--- src/rtl/uart_tx_serializer.sv ---
// 8N1/8N2 UART transmitter that pops bytes from a standard (non-FWFT) FIFO and
// shifts them out LSB first, with baud timing from an internal clock divider.
module uart_tx_serializer #(
  parameter int unsigned CLKS_PER_BIT = 5208,
  parameter int unsigned STOP_BITS    = 1,
  parameter int unsigned COUNT_W      = 16
) (
  input  logic               clk,
  input  logic               rst,
  input  logic               txEnable,
  input  logic               fifoEmpty,
  input  logic [7:0]         fifoDout,
  output logic               readEn,
  output logic               txData,
  output logic               busy,
  output logic [COUNT_W-1:0] bytesSent
);

  typedef enum logic [2:0] {StIdle, StLoad, StStart, StData, StStop} state_e;

  localparam logic [12:0] BaudLast = 13'(CLKS_PER_BIT - 1);
  localparam logic [2:0]  StopLast = 3'(STOP_BITS - 1);

  state_e               state_q, state_d;
  logic [12:0]          baud_q, baud_d;
  logic [2:0]           bit_q, bit_d;
  logic [7:0]           shift_q, shift_d;
  logic                 tx_q, tx_d;
  logic [COUNT_W-1:0]   count_q, count_d;
  logic                 baud_done;

  assign baud_done = (baud_q == BaudLast);
  assign readEn    = (state_q == StIdle) & txEnable & ~fifoEmpty & ~rst;
  assign busy      = (state_q != StIdle);
  assign txData    = tx_q;
  assign bytesSent = count_q;

  always_comb begin
    state_d = state_q;
    baud_d  = baud_q;
    bit_d   = bit_q;
    shift_d = shift_q;
    tx_d    = tx_q;
    count_d = count_q;
    unique case (state_q)
      StIdle: begin
        tx_d = 1'b1;
        if (readEn) state_d = StLoad;
      end
      // fifoDout is valid here, one cycle after the pop strobe
      StLoad: begin
        shift_d = fifoDout;
        tx_d    = 1'b0;
        baud_d  = '0;
        state_d = StStart;
      end
      StStart: begin
        if (baud_done) begin
          tx_d    = shift_q[0];
          shift_d = {1'b0, shift_q[7:1]};
          bit_d   = '0;
          baud_d  = '0;
          state_d = StData;
        end else begin
          baud_d = baud_q + 13'd1;
        end
      end
      // bit_q is the index of the data bit currently on the line
      StData: begin
        if (baud_done) begin
          baud_d = '0;
          if (bit_q == 3'd7) begin
            tx_d    = 1'b1;
            bit_d   = '0;
            state_d = StStop;
          end else begin
            tx_d    = shift_q[0];
            shift_d = {1'b0, shift_q[7:1]};
            bit_d   = bit_q + 3'd1;
          end
        end else begin
          baud_d = baud_q + 13'd1;
        end
      end
      StStop: begin
        if (baud_done) begin
          baud_d = '0;
          if (bit_q == StopLast) begin
            bit_d   = '0;
            count_d = count_q + 1'b1;
            state_d = StIdle;
          end else begin
            bit_d = bit_q + 3'd1;
          end
        end else begin
          baud_d = baud_q + 13'd1;
        end
      end
      default: begin
        tx_d    = 1'b1;
        state_d = StIdle;
      end
    endcase
  end

  // Reset abandons any frame in flight and returns the line high immediately
  always_ff @(posedge clk) begin
    if (rst) begin
      state_q <= StIdle;
      baud_q  <= '0;
      bit_q   <= '0;
      shift_q <= '0;
      tx_q    <= 1'b1;
      count_q <= '0;
    end else begin
      state_q <= state_d;
      baud_q  <= baud_d;
      bit_q   <= bit_d;
      shift_q <= shift_d;
      tx_q    <= tx_d;
      count_q <= count_d;
    end
  end

endmodule

--- config.mk ---
export PLATFORM = sky130hd
export DESIGN_NAME = uart_tx_serializer
export DESIGN_NICKNAME = d
export VERILOG_FILES = /design/src/rtl/uart_tx_serializer.sv
export SDC_FILE = /design/constraint.sdc
export NUM_CORES = 1
export LEC_CHECK = 0
export ABC_AREA = 1
export CORE_ASPECT_RATIO = 1.2
export CORE_UTILIZATION = 50
export CTS_CLUSTER_DIAMETER = 50
export DETAILED_ROUTE_END_ITERATION = 10
export GPL_TIMING_DRIVEN = 0
export HOLD_SLACK_MARGIN = 0.12
export PLACE_DENSITY_LB_ADDON = 0.3
export SLEW_MARGIN = 30
export SYNTH_ARGS = -nofsm -noshare
export SYNTH_HDL_FRONTEND = slang
export SYNTH_SLANG_ARGS = --single-unit
--- constraint.sdc ---
create_clock -name clk -period 1.4 [get_ports clk]
set_input_delay 0.35 -clock clk [delete_from_list [all_inputs] [get_ports clk]]
set_output_delay 0.35 -clock clk [all_outputs]
set_load 0.05 [all_outputs]
# After elaboration in Yosys (flattened, before gate mapping)

Index checks and enable logic that the tools add are counted.

Bits in registers: 44
Bits of input ports: 12
Output and inout bits: 19
Word-level logic and storage cells: 63

Add/subtract/negate cells: 3
Equal/unequal tests: 13
Multiplexer cells: 23
Bitwise gates (word level): 6
Reduce and logical (&&, ||, !) cells: 12

Operator list:

| kind                                                 | count |
|---|---|
| 2-to-1 mux 3 bit                                     | 11 |
| case mux 13 bit (2 select lines)                     | 1 |
| 2-to-1 mux 8 bit                                     | 3 |
| case mux 8 bit (3 select lines)                      | 1 |
| adder 16 x 1 -> 16 bit (second input constant)       | 1 |
| case mux 3 bit (5 select lines)                      | 1 |
| inequality test 2 bit (second input constant)        | 7 |
| adder 13 x 1 -> 13 bit (second input constant)       | 1 |
| equality test 13 bit (second input constant)         | 1 |
| 2-to-1 mux 13 bit                                    | 1 |
| case mux 3 bit (3 select lines)                      | 1 |
| nonzero test 3 bit                                   | 3 |
| AND reduction 4 bit                                  | 2 |
| equality test 3 x 2 -> 1 bit (second input constant) | 2 |
| equality test 3 bit (second input constant)          | 2 |
| logical NOT 3 bit                                    | 2 |
| AND reduction 3 bit                                  | 2 |
| AND reduction 6 bit                                  | 1 |
| case mux 1 bit (4 select lines)                      | 1 |
| adder 3 x 1 -> 3 bit (second input constant)         | 1 |
| AND 1 bit                                            | 3 |
| equality test 3 x 1 -> 1 bit (second input constant) | 1 |
| 2-to-1 mux 1 bit                                     | 3 |
| inverter 1 bit                                       | 3 |
| other kinds (2)                                      | 2 |

# Logic depth before layout (Yosys ltp)

Gate-level depths: netlist of run 1.

Word-level depth: 6
Depth in mapped cells: 12
Mapped depth without buffers: 12

# Worst setup path before layout of run 1

No wires, ideal clock.

Kind: flip-flop to output port
From: register state_q[0]
To: output readEn
Arrival time: 2392 ps
Data required time: 1050 ps
Setup slack: -1342 ps
Stages on the path, launching flop included: 4
Path buffers: 0
Cells stage by stage: dfxtp_1 > nor2_1 > nand2_1 > nor4_1

Longest elaborated chain between the ends: 4

Ends and longest elaborated chain:

| what                    | line | RTL |
|---|---|---|
| start, declared         | 24   | `state_e state_q, state_d;` |
| start signal, assigned  | 109  | `state_q <= StIdle;` |
| start signal, assigned  | 116  | `state_q <= state_d;` |
| logical NOT 3 bit       | 33   | `assign readEn = (state_q == StIdle) & txEnable & ~fifoEmpty & ~rst;` |
| AND 1 bit (3 in series) | 33   |  |
| end, declared           | 13   | `output logic readEn,` |

No other way between the ends.

# Worst setup path in the final report of run 1

From: register bit_q[0]
To: register state_q[2]

Longest elaborated chain between the ends: 3
Elaborated cells on any way between the ends: 5
Those cells by class: eq/ne: 3; reduce/logical: 2

Ends and longest elaborated chain:

| what                                                     | line   | RTL |
|---|---|---|
| start, declared                                          | 26     | `logic [2:0] bit_q, bit_d;` |
| start signal, assigned                                   | 118    | `bit_q <= bit_d;` |
| equality test 3 bit or logical NOT 3 bit (tied branches) | 72, 88 |  |
| inequality test 2 bit (no line)                          | -      |  |
| AND reduction 6 bit (no line) *                          | -      |  |

Every way passes the cells marked *; elsewhere a longest branch is shown, timed or not.
A chain may end at the register's enable or synchronous reset.

==> results of run 1 <==
==> report_power, final <==
part	leakage [nW]	switching [mW]	internal (mW)	total, mW
sequential	0.371	0.190	1.45	1.64
clock	0.0455	0.456	0.404	0.859
combinational	1.09	2.38	1.56	3.95
total	1.51	3.03	3.42	6.45
==> layer usage <==
| layer | vias up | GRT usage | wire [um] |
|---|---|---|---|
| li1 | 1506 | - | - |
| met1 | 1517 | 0.296 | 3700 |
| met2 | 191 | 0.499 | 4720 |
| met3 | 57 | 0.0632 | 597 |
| met4 | 0 | 0.131 | 574 |
| met5 | - | 0 | 0 |
==> cells by family after synthesis <==
group	synth area share
compound gates	0.0989
xor+xnor	0.0134
fa+ha+maj	0.0239
buf+inv	0.0798
flops	0.337
simple gates	0.447
==> final cells by class <==
class | count | area (um2)
Inverter | 44 | 210
Buffer | 7 | 53.8
Multi-Input combinational cell | 336 | 2010
Fill cell | 334 | 1100
Sequential cell | 44 | 931
Tap cell | 60 | 75.1
Timing Repair Buffer | 58 | 504
Clock buffer | 8 | 90.1
==> through the flow <==
step | setup TNS (ns) | setup WS (ns)
after floorplan | -0.252 | -0.252
after global placement | -12.88 | -0.910
after detailed placement | -14.54 | -0.918
after CTS | -6.06 | -0.285
after global routing | -10.80 | -0.454
final | -7.62 | -0.393
==> sequential cells by signal, indices dropped and copies added (netlist names) <==
name	count
baud_q	13
shift_q	8
txData	1
bytesSent	16
bit_q	3
state_q	3
==> final timing paths <==
| path | slack [ns] | start | end |
|---|---|---|---|
| worst min-delay path | 0.43 | rst | baud_q[1] |
| worst max-delay path | -0.39 | bit_q[0] | state_q[2] |
| worst max register to register | -0.39 | bit_q[0] | state_q[2] |
| worst min register to register | 0.48 | shift_q[7] | shift_q[7] |
==> cell usage in the layout, fill, tap and decap left out, drive strengths merged <==
master         netlist  layout
nand4               14      14
a21oi               31      31
dlymetal6s2s         0       2
buf                  3      49
o21ai               20      20
clkbuf               4      14
xor2                 4       4
dfxtp               44      44
nor3                 2       2
nand2              154     155
nor2                71      71
nand3               31      31
nor4                 1       1
nand3b               1       1
and2                 1       1
ha                   5       5
clkdlybuf4s50        0       8
inv                 40      41
clkinv               4       3
==> what timing repair did <==
action,4_1_cts,5_1_grt
pin swaps,29,48
gates cloned,3,0
setup endpoints to repair,63,53
buffers inserted,20,8
gates resized for setup,161,122
hold buffers,0,0
==> run metrics, run 1 <==
cell taking the most area after synthesis=dfxtp_1; Routed Wire Length=approximately 9.6 mm; core area=between 0.004 and 0.005 mm2; Design Area, Final=about 0.0039 mm2; die width=around 70 um; CP Capture Type=flip-flop; drt drc=0; Core Util, Final=0.779; Startpoint Class=flip-flop; final worst setup slack=-0.393 ns; failing checks=negative setup slack; area growth from synthesis to layout=48.1%; Post-synth EDFFs=0; Synth cell types=28; Worst path top cell family by delay=simple AND/OR/NAND/NOR gates; Synth Flop Type=dfxtp_1; synthesized instance count=between 400 and 500; sequential element share of the synthesized area=0.337; DIE AREA=0.00553 mm2; max-slew violation count=0; Buf+Inv Stages, Crit Path=2; synthesis-stage register bit count=between 40 and 50; # IOs=31; WL/cell=~17 um; Hold WC Path Type=in -> reg; Data arrival, critical path=2.00 ns; CTS clk-pin slew, worst paths=approximately 0.09 ns; CP max FO=3; DRT Pass-1 Iters=5; # rows=28; worst vdd ir=~1.5 mV; first-pass GRT wire length=approximately 12 mm; number of global-route vias before repair=between 2,000 and 3,000; CTS tree=yes; IO buf count=29; final period utilization=1.28; ys async rst share=0; crit-path max cell delay=approximately 0.37 ns; hold-critical path depth=2; WS Path Type=reg -> reg; Worst-Margin Slew=0.679 ns; CTS H-Tree Depth=2; Synthesis Warnings=0; Crit-path slowest cell=dfxtp_4; cell with the most instances after synthesis=nand2_1; DP Wirelength=4.62 mm; initial core utilization=0.526; post-synth top area share=0.337; DR vias/cell=a little under 6; gpl congestion=about 0.98; syn nets=~450; Inst Count DP=519; Critical Path, Cell by Cell=ha_4 -> ha_2 -> inv_2 -> nand4_1 -> nand2_4 -> nor2_4 -> nand2_4 -> inv_2 -> nor2_1 -> nor2_1; total global-route track usage=0.277; largest net degree at the start of global routing=13; Layout Cells excl Fill=roughly 560; Max Cap Viol=0; total number of vias=between 3,000 and 4,000; post-synthesis average cell area=~6 um2; Fin. Hold Viols=0; nets=513; Worst R2R Path Depth=10; largest cells by area after synthesis=dfxtp_1 (34%), nand2_1 (21%), nor2_1 (9.9%); Critical Path Stages=10; Sink Count=44; Fin Hold WS=approximately 0.43 ns; Post-DRT Antenna Nets=0; die height=between 80 and 90 um; unrepaired setup endpoints after global routing=yes; Finish-stage setup viols=46; diodes inserted=0; overall power=between 6 and 7 mW; initial antenna violation count=0; power density cells=1660 mW/mm2; share of cells above drive strength 1=0.392; Max Root-Sink Buffers=2; worst path required time=1.60 ns; Clock Root Buffer=clkbuf_8; clk_lat worst skew=roughly 0.31 ns; Num CTS Buffers=5; placed cell area=between 0.003 and 0.004 mm2; Setup Skew=between 0.005 and 0.006 ns; Mapped Area=0.00262 mm2; commonest cells in the netlist=nand2_1 (149), nor2_1 (69), dfxtp_1 (44); total gr overflow=0; fmax=558 MHz; status=complete, but fails checks; Slew HR=0.547; Tmin final=1.79 ns; Initial DRC Count=369; Leakage=1.51 nW
Power figures use the tool's default switching activity.
==> run 2, diff against run 1 <==
Settings changed: CELL_PAD_IN_SITES_DETAIL_PLACEMENT set to 2, CELL_PAD_IN_SITES_GLOBAL_PLACEMENT set to 2, CORE_ASPECT_RATIO 1.2 to 1.25, CORE_UTILIZATION 50 to 27.
==> run metrics, run 2 (same netlist as run 1, synthesis figures left out) <==
status=complete, but fails checks; failing checks=negative setup slack; area growth from synthesis to layout=67.7%; nets=530; IO buf count=29; WS Path Type=reg -> reg; CP max FO=4; die height=roughly 110 um; max reg flops=16; Fin Hold WS=approximately 0.45 ns; Initial DRC Count=around 120; Sink Count=between 40 and 50; Clock Root Buffer=clkbuf_16; number of global-route vias before repair=3,608; DP Wirelength=just over 7 mm; unrepaired setup endpoints after global routing=yes; # IOs=31; power density cells=around 1700 mW/mm2; CTS tree=yes; Routed Wire Length=about 15 mm; worst path required time=between 1.5 and 2 ns; initial antenna violation count=0; Fin. Hold Viols=0; fmax=around 540 MHz; Worst-Margin Slew=roughly 0.82 ns; Tmin final=1.86 ns; Core Util, Final=0.474; clk_lat worst skew=approximately 0.31 ns; gpl congestion=~0.8; largest net degree at the start of global routing=14; total number of vias=about 3,400; total global-route track usage=0.246; CTS H-Tree Depth=2; diodes inserted=0; Setup Skew=0.00809 ns; TNS Setup=-11.32 ns; first-pass GRT wire length=19.3 mm; Finish-stage setup viols=between 40 and 50; DIE AREA=0.0101 mm2; DRT Pass-1 Iters=4; Num CTS Buffers=5; Crit-path slowest cell=dfxtp_4; Leakage=1.62 nW; Hold WC Path Type=in -> reg; drt drc=0; final period utilization=1.33; Data arrival, critical path=about 2.1 ns; WL/cell=around 24 um; Max Cap Viol=0; total gr overflow=0; die width=between 90 and 100 um; Critical Path, Cell by Cell=buf_12 -> inv_6 -> nor3_4 -> inv_4 -> buf_12 -> nor2_4 -> nand3_2 -> nand2_2 -> nand2_2 -> nor2_1; hold_buf cts=0; share of cells above drive strength 1=0.482; max-slew violation count=0; commonest non-fill, non-tap cells in the layout=nand2_1 (117), nor2_1 (40), buf_4 (29); Post-DRT Antenna Nets=0; initial core utilization=0.282; Slew HR=0.450; worst vdd ir=about 0.95 mV; Max Root-Sink Buffers=2; core area=a little over 0.009 mm2; CP Capture Type=flip-flop; commonest non-fill, non-tap cell in the layout=nand2_1; crit-path max cell delay=slightly below 0.4 ns; CTS clk-pin slew, worst paths=around 0.07 ns; Startpoint Class=flip-flop; DR vias/cell=about 5.4; final worst setup slack=-0.460 ns; # rows=39
## run 2: cell types whose count changed in the layout (fill, tap and decap cells not counted), sizes merged
cell	change
buf	+19
clkbuf	-3
clkdlybuf4s50	+2
clkinv	+2
clkinvlp	+1
dlymetal6s2s	-2
inv	-2
## run 2: timing repair
action | 4_1_cts | 5_1_grt
buffers inserted | 27 | 17
resized for setup | 217 | 123
pin swaps | 36 | 39
endpoints found under the setup margin | 63 | 48
cloned | 2 | 1
## run 2: final timing paths
path	slack (ns)	from	depth (start not counted)	end
setup reg to reg	-0.46	state_q[2]	10	bytesSent[3]
hold / removal	0.45	rst	2	baud_q[4]
setup / recovery	-0.46	state_q[2]	10	bytesSent[3]
hold reg to reg	0.51	shift_q[2]	2	shift_q[2]
## run 2: layout make-up
cell class	instances	area (um2)
Multi-Input combinational cell	336	2180
Sequential cell	44	941
Tap cell	123	154
Inverter	44	221
Timing Repair Buffer	75	681
Buffer	7	63.8
Fill cell	1062	4880
Clock inverter	1	7.51
Clock buffer	7	143
## run 2: power breakdown
part / switching (mW) / internal [mW]
clock: 0.598 / 0.715
combinational: 2.78 / 1.81
sequential: 0.205 / 1.44
total: 3.58 / 3.97
## run 2: critical path: cells and delay by family (launching register included)
kind          cells  cell delay, ns
flops             1            0.39
buf+inv           4            0.44
simple gates      6            0.92
## run 2: per-stage QoR
step	std cells	area [um2]	setup WS, ns	power [mW]
floorplan	430	2700	-0.252	3.12
global placement	582	3140	-0.917	3.65
detailed placement	582	3140	-0.949	3.74
CTS	619	3770	-0.313	5.72
global route	637	4390	-0.504	7.84
finish	637	4390	-0.460	7.55
## run 2: layer usage
metal / GRT usage / vias to the layer above / part of all wire
met2: 0.495 / 108 / 0.54
met3: 0.0359 / 53 / 0.028
met1: 0.249 / 1746 / 0.38
met4: 0.100 / 0 / 0.052
li1: - / 1542 / -
met5: 0 / - / 0
==> run 3, diff against run 2 <==
Settings changed: CAP_MARGIN set to 20, PLACE_DENSITY set to 0.86, PLACE_DENSITY_LB_ADDON 0.3 to not set.
==> run metrics, run 3 (same netlist as run 1, synthesis figures left out) <==
Startpoint Class=flip-flop; Worst-Margin Slew=a little over 0.9 ns; worst path required time=about 1.1 ns; fmax=around 560 MHz; multi-input logic area=approximately 0.0023 mm2; failing checks=negative setup slack; gpl congestion=0.804; Fin Hold WS=0.464 ns; # fillers=~1,100; Data arrival, critical path=1.43 ns; worst vdd ir=~1.1 mV; total number of vias=3,469; Leakage=between 1.5 and 2 nW; Clock Root Buffer=clkbuf_16; register area=947 um2; Worst R2R Path Depth=9; Setup Skew=0.00684 ns; Slew HR=0.389; DRT Pass-1 Iters=5; DP Wirelength=6.93 mm; share of cells above drive strength 1=0.506; placed cell area=around 0.0031 mm2; total gr overflow=0; Core Util, Final=0.488; first-pass GRT wire length=20.9 mm; worst reg2reg setup slack=-0.38 ns; number of global-route vias before repair=around 3,800; commonest non-fill, non-tap cells in the layout=nand2_1 (102), nor2_1 (46), buf_4 (29); CTS clk-pin slew, worst paths=about 0.070 ns; Initial DRC Count=116; max-slew violation count=0; Finish-stage setup viols=between 40 and 50; max reg flops=16; Design Area, Final=between 0.004 and 0.005 mm2; crit path from=state_q[2]; Sink Count=between 40 and 50; end of the critical path=readEn; final period utilization=1.27; largest net degree at the start of global routing=14; WS Path Type=reg -> out; core area=0.00927 mm2; unrepaired setup endpoints after global routing=yes; reg-to-reg startpoint=state_q[2]; area growth from synthesis to layout=72.8%; final worst setup slack=-0.379 ns; overall power=between 7 and 8 mW; WL/cell=roughly 26 um; Fin. Hold Viols=0; Max Root-Sink Buffers=2; IO buf count=29; # IOs=31; hold_buf cts=0; commonest non-fill, non-tap cell in the layout=nand2_1; DIE AREA=slightly above 0.01 mm2; initial antenna violation count=0; status=complete, but fails checks; initial core utilization=0.282; Inst Count DP=just under 600; CTS tree=yes; nets=534; power density cells=1660 mW/mm2; # rows=39; die width=approximately 90 um; Worst R2R End=shift_q[0]; die height=112 um; Max Cap Viol=0; Routed Wire Length=16.5 mm; Layout Cells excl Fill=641; Hold WC Path Type=in -> reg; TNS Setup=-12.64 ns; CP max FO=3; total global-route track usage=0.272; clk_lat worst skew=between 0.3 and 0.4 ns; drt drc=0; post-place setup slack=-0.981 ns; Tmin final=approximately 1.8 ns; Num CTS Buffers=5; Post-DRT Antenna Nets=0; diodes inserted=0; DR vias/cell=roughly 5.4; CP Capture Type=output pin; CTS H-Tree Depth=2
run 3: changes by cell type in the layout (fill, tap and decap cells not counted), moves of 5 or more:
cell     before  now
buf_6        13   20
a21oi_2      19   25
a21oi_1      11    5
nand3_2      12    6
nor2_4       14   20
nand2_4      10   25
o21ai_4       5    0
nor2_2       17    5
nor2_1       40   46
nand2_1     117  102
nand3_4       2    7
run 3: cell type report:
class | instances | area share
multi-input cells | 336 | 0.500
flip-flops and latches | 44 | 0.209
repair buffers | 79 | 0.159
inverters | 44 | 0.0473
clock buffers | 7 | 0.0340
well taps | 123 | 0.0340
plain buffers | 7 | 0.0152
clock inverters | 1 | 0.00111
run 3: repair_timing:
| action | 4_1_cts | 5_1_grt |
|---|---|---|
| pin swaps | 37 | 46 |
| resized for setup | 234 | 136 |
| cloned | 3 | 0 |
| endpoints found under the hold margin | 0 | 0 |
| setup endpoints to repair | 63 | 51 |
| setup buffers | 27 | 22 |
run 3: per-layer routing:
layer,vias to the layer above,routed length [um],GRT usage
met5,-,0,0
met4,0,947,0.163
met3,60,624,0.0481
met2,111,8790,0.520
met1,1743,6130,0.271
li1,1555,-,-
run 3: worst max-delay path: stages, from the launching register on:
cell	delay (ns)
dfxtp_4	0.36
nor2_4	0.15
nand2_4	0.09
nor4_4	0.31
buf_6	0.21
run 3: how the worst min path moves through the flow:
stage / from / to / slack [ns] / depth (start not counted)
6_report: rst / baud_q[1] / 0.46 / 2
5_1_grt: rst / bit_q[2] / 0.49 / 2
4_1_cts: rst / baud_q[4] / 0.45 / 2
3_5_place_dp: shift_q[2] / shift_q[2] / 0.48 / 2
3_3_place_gp: shift_q[7] / shift_q[7] / 0.45 / 2
2_1_floorplan: shift_q[7] / shift_q[7] / 0.44 / 2
run 3: power by group:
part	internal [mW]	switching, mW	leakage [nW]	total [mW]
Sequential	1.44	0.190	0.375	1.63
Combinational	1.86	2.66	1.31	4.51
Clock	0.771	0.597	0.0790	1.37
Total	4.07	3.45	1.76	7.51
